===== src/rtl/pwm_multicanal.sv =====
// N-channel PWM / first-order sigma-delta generator on a single clock.
// A prescaler tick paces the counters; duties are double-buffered (pend -> act).
module pwm_multicanal #(
    parameter int unsigned cant_bits    = 8,
    parameter int unsigned cant_canales = 4,
    parameter int unsigned presc_bits   = 8,
    localparam int unsigned CanalW      = (cant_canales > 1) ? $clog2(cant_canales) : 1
) (
    input  logic                    clk,
    input  logic                    rst,
    input  logic                    en,
    input  logic                    modo,
    input  logic [presc_bits-1:0]   presc,
    input  logic [cant_bits-1:0]    periodo,
    input  logic                    wr_en,
    input  logic [CanalW-1:0]       wr_canal,
    input  logic [cant_bits-1:0]    wr_dato,
    output logic [cant_canales-1:0] PWM_out,
    output logic                    fin_periodo
);

    logic [presc_bits-1:0]   presc_cnt_q, presc_cnt_d;
    logic [cant_bits-1:0]    contador_q, contador_d;
    logic [cant_bits-1:0]    pend_q [cant_canales];
    logic [cant_bits-1:0]    pend_d [cant_canales];
    logic [cant_bits-1:0]    act_q  [cant_canales];
    logic [cant_bits-1:0]    act_d  [cant_canales];
    logic [cant_bits:0]      acc_q  [cant_canales];
    logic [cant_bits:0]      acc_d  [cant_canales];
    logic [cant_canales-1:0] pwm_q, pwm_d;
    logic                    fin_q, fin_d;
    logic                    modo_q;
    logic                    run, tick, bnd;

    always_comb begin
        // A mode change costs one clearing clock before the new mode runs.
        run  = en && (modo == modo_q);
        tick = run && (presc_cnt_q == presc);
        bnd  = tick && (modo_q || (contador_q == periodo));

        presc_cnt_d = '0;
        if (run) begin
            presc_cnt_d = tick ? '0 : presc_cnt_q + presc_bits'(1);
        end

        contador_d = '0;
        if (run && !modo_q) begin
            contador_d = contador_q;
            if (tick) begin
                contador_d = (contador_q == periodo) ? '0 : contador_q + cant_bits'(1);
            end
        end

        fin_d = bnd && !modo_q;

        for (int k = 0; k < cant_canales; k++) begin
            pend_d[k] = pend_q[k];
            if (wr_en && (wr_canal == CanalW'(k))) begin
                pend_d[k] = wr_dato;
            end

            // Using pend_d lets a same-clock write land directly in act.
            act_d[k] = act_q[k];
            if (!en || bnd) begin
                act_d[k] = pend_d[k];
            end

            acc_d[k] = '0;
            pwm_d[k] = 1'b0;
            if (run && modo_q) begin
                acc_d[k] = acc_q[k];
                if (tick) begin
                    acc_d[k] = {1'b0, acc_q[k][cant_bits-1:0]} + {1'b0, act_q[k]};
                end
                pwm_d[k] = acc_q[k][cant_bits];
            end else if (run) begin
                pwm_d[k] = (contador_q < act_q[k]);
            end
        end
    end

    always_ff @(posedge clk or negedge rst) begin
        if (!rst) begin
            presc_cnt_q <= '0;
            contador_q  <= '0;
            pwm_q       <= '0;
            fin_q       <= 1'b0;
            modo_q      <= 1'b0;
            for (int k = 0; k < cant_canales; k++) begin
                pend_q[k] <= '0;
                act_q[k]  <= '0;
                acc_q[k]  <= '0;
            end
        end else begin
            presc_cnt_q <= presc_cnt_d;
            contador_q  <= contador_d;
            pwm_q       <= pwm_d;
            fin_q       <= fin_d;
            modo_q      <= modo;
            for (int k = 0; k < cant_canales; k++) begin
                pend_q[k] <= pend_d[k];
                act_q[k]  <= act_d[k];
                acc_q[k]  <= acc_d[k];
            end
        end
    end

    assign PWM_out     = pwm_q;
    assign fin_periodo = fin_q;

endmodule


===== config.mk =====
export PLATFORM = sky130hd
export DESIGN_NAME = pwm_multicanal
export DESIGN_NICKNAME = d
export VERILOG_FILES = /design/src/rtl/pwm_multicanal.sv
export SDC_FILE = /design/constraint.sdc
export NUM_CORES = 1
export LEC_CHECK = 0
export CORE_MARGIN = 2
export CORE_UTILIZATION = 55
export CTS_CLUSTER_DIAMETER = 50
export CTS_CLUSTER_SIZE = 25
export DETAILED_ROUTE_END_ITERATION = 12
export GPL_TIMING_DRIVEN = 0
export HOLD_SLACK_MARGIN = 0.1
export PLACE_DENSITY_LB_ADDON = 0.08
export SETUP_SLACK_MARGIN = 0.5
export SYNTH_ARGS = -nofsm -noshare
export SYNTH_HDL_FRONTEND = slang
export SYNTH_SLANG_ARGS = --single-unit

===== constraint.sdc =====
create_clock -name clk -period 2.1 [get_ports clk]
set_input_delay 0.21 -clock clk [delete_from_list [all_inputs] [get_ports clk]]
set_output_delay 0.21 -clock clk [all_outputs]
set_load 0.03 [all_outputs]

==> flow_summary.json <==
{
  "synth_top_family_by_area": "adder cells",
  "routed_via_density": 6.14,
  "overflow": 0,
  "finalWirelength_um": 21200,
  "period_minus_slack_ps": 2220,
  "num_io_pins": 36,
  "synth-simple-area-share_pct": 11.4,
  "ys_seq_area_share_pct": 44.2,
  "seqPwrFrac_pct": 38.7,
  "coreArea_mm2": 0.0121,
  "cts.reportedPaths.clkPinSlew_ps": 60,
  "synthMuxAreaShare_pct": 12.2,
  "rsz0062_at_grt": "yes",
  "avgSynthCellArea_um2": 10.8,
  "p_int_mw": 5.49,
  "outcome": "complete, but fails checks",
  "drc_errors": 0,
  "combinationalPowerShare_pct": 20.3,
  "p_sw_share_pct": 27.6,
  "fp.dieH_um": 116,
  "hold_viol_final": 0,
  "cts_root_buf": "clkbuf_16",
  "wire_per_inst_um": 22.6,
  "max-slew-margin-rel_pct": 61.0,
  "ant_nets": 0,
  "met2_wirelength_um": 10200,
  "yosys-top-cells-count": "122 x dfrtp_1, 62 x ha_1, 61 x mux2_2",
  "fp.dieArea_mm2": 0.0135,
  "async_flop_share_pct": 100,
  "portBuffers": 35,
  "clock_skew_ps": 10.6,
  "syn2layout_area_growth_pct": 42.8,
  "path_class": "flop to flop",
  "cp.arrival_ps": 2580,
  "yosys_warnings": 0,
  "yosys.area.top_type_share_pct": 44.2,
  "clockPowerShare_pct": 41.0,
  "ys_ff_latch": 122,
  "fin_ws_ps": -119,
  "slew_violations": 0,
  "synthCells": 637,
  "cts_buffer_depth": 2,
  "design_area_mm2": 0.00986,
  "synth_edf_count": 0,
  "htree_levels": 4,
  "synth.largest_area_cell": "dfrtp_1",
  "initial_utilization_pct": 57.0,
  "numCtsBuffers": 17,
  "gp_congestion": 0.852,
  "antenna_found_initial": 0,
  "diodes": 0,
  "required_ps": 2460,
  "netlist_area_mm2": 0.00691,
  "grt_pass1_wl_um": 30300,
  "fmax_mhz": 451,
  "grt_pass1_vias": 5582,
  "start_kind": "flop",
  "die_x_um": 116,
  "vias": 5759,
  "finalCritPeriodShare_pct": 106,
  "synthTopCellsByArea": "dfrtp_1 44%, ha_1 11%, mux2_2 9.9%",
  "synth.most_common_cell": "dfrtp_1",
  "violations": "negative setup slack",
  "top_layer": "met4",
  "ys.flop_type": "dfrtp_1",
  "cts_tree": "built",
  "setup_viol": 36,
  "cp-end-kind": "flop",
  "yosysUniqueCellTypes": 55,
  "dr_wl_met3_um": 1230,
  "clock_latency_ps": 430,
  "post_dp_cell_area_mm2": 0.00763,
  "cellLeakagePower_nw": 4.55,
  "layout.nets": 856,
  "drv_cap": 0,
  "synth_fa_ha_area_share_pct": 12.4,
  "synth-compound-area-share_pct": 11.5,
  "synth_fp_nets": 734,
  "detail_route.first_pass.iterations": 5,
  "num_rows": 40,
  "critPathMaxFanout": 8,
  "drive_above_1_share_pct": 41.7,
  "drt-met1-wl_um": 9100,
  "dp_hpwl_um": 12100,
  "drtIter0Drc": 444,
  "p_sw_mw": 2.09,
  "grt_max_degree": 69,
  "synth-xor-area-share_pct": 4.82,
  "place_ws_ps": -459,
  "hold_path_class": "primary input to asynchronous set/reset pin",
  "powerDensity_mw_per_mm2": 769,
  "grtUsageTotal_pct": 30.9,
  "ir_drop_mv": 0.647,
  "clkSinkCount": 122,
  "worstMarginPinSlew_ps": 584
}
## through the flow
stage | setup TNS, ps | cells | util, % | power [mW] | hold slack, ps
4_1_cts | -2280 | 916 | 77.0 | 7.40 | 335
3_3_place_gp | -495570 | 840 | 62.7 | 4.00 | 474
2_1_floorplan | 0 | 637 | - | 3.62 | -85.6
3_5_place_dp | -22850 | 841 | 63.0 | 4.07 | 198
6_report | -2330 | 938 | 81.4 | 7.58 | 315
5_1_grt | -6000 | 938 | 81.4 | 7.86 | 359
## power groups by stage
stage	sequential [mW]	combinational [mW]	clock, mW
final	2.94	1.54	3.11
after global routing	2.96	1.67	3.23
after CTS	2.92	1.39	3.09
after detailed placement	2.94	1.13	0
after global placement	2.94	1.07	0
after floorplan	2.80	0.827	0
## final cells by class
type	count	area (µm²)
sequential	122	3070
clock inverter	8	144
clock buffer	22	474
inverter	37	139
timing repair buffer	103	1080
multi-input combinational	459	4470
fill	658	2250
buffer	19	269
tap	168	210
## state kept, by name, indices dropped and copies added (netlist names)
name and flops:
act_q 32, acc_q 36, pend_q 32, presc_cnt_q 8, fin_periodo 1, PWM_out 4, modo_q 1, contador_q 8
## cells by family after synthesis
| group | count (synthesis) |
|---|---|
| compound gates | 121 |
| flops | 122 |
| simple gates | 158 |
| mux | 76 |
| fa+ha+maj | 66 |
| xor+xnor | 38 |
| buf+inv | 56 |
## what timing repair did
item	CTS	global route
setup buffers	40	18
endpoints found under the hold margin	54	0
gates resized for setup	179	75
cloned	4	4
hold buffers	1	0
setup endpoints to repair	94	90
pin swaps	49	60
## worst max-delay path, stage by stage (launching register included)
cell       delay (ps)
dfrtp_1           400
xnor2_1           190
nand4_1           200
buf_4             200
buf_6             100
or2_4             260
clkbuf_16         170
or4_1             510
nand3_1           100
## layout by cell type, fill, tap and decap left out, drive strengths merged, types with 24 or more instances in the layout
master         instances
nand2                 42
buf                   73
clkdlybuf4s50         29
clkbuf                36
xnor2                 24
nand3                 34
inv                   37
mux2                  64
a21oi                 42
dfrtp                122
ha                    62
nor2                  32
## per-layer routing
metal,GRT usage (%),up-vias
met2,50.3,234
met1,40.3,2932
li1,-,2540
met3,7.32,53
met5,0,-
met4,12.1,0
## worst paths after layout
| check | from | to | slack [ps] | cells after the start |
|---|---|---|---|---|
| worst max-delay path | presc_cnt_q[3] | acc_q[16] | -120 | 8 |
| worst min register to register | pend_q[9] | pend_q[9] | 490 | 1 |
| max in group asynchronous | rst | contador_q[3] | 1050 | 3 |
| worst min-delay path | rst | pend_q[27] | 320 | 2 |
| worst max register to register | presc_cnt_q[3] | acc_q[16] | -120 | 8 |
| min in group clk | modo | modo_q | 470 | 1 |
(Power assumes the default switching activity.)
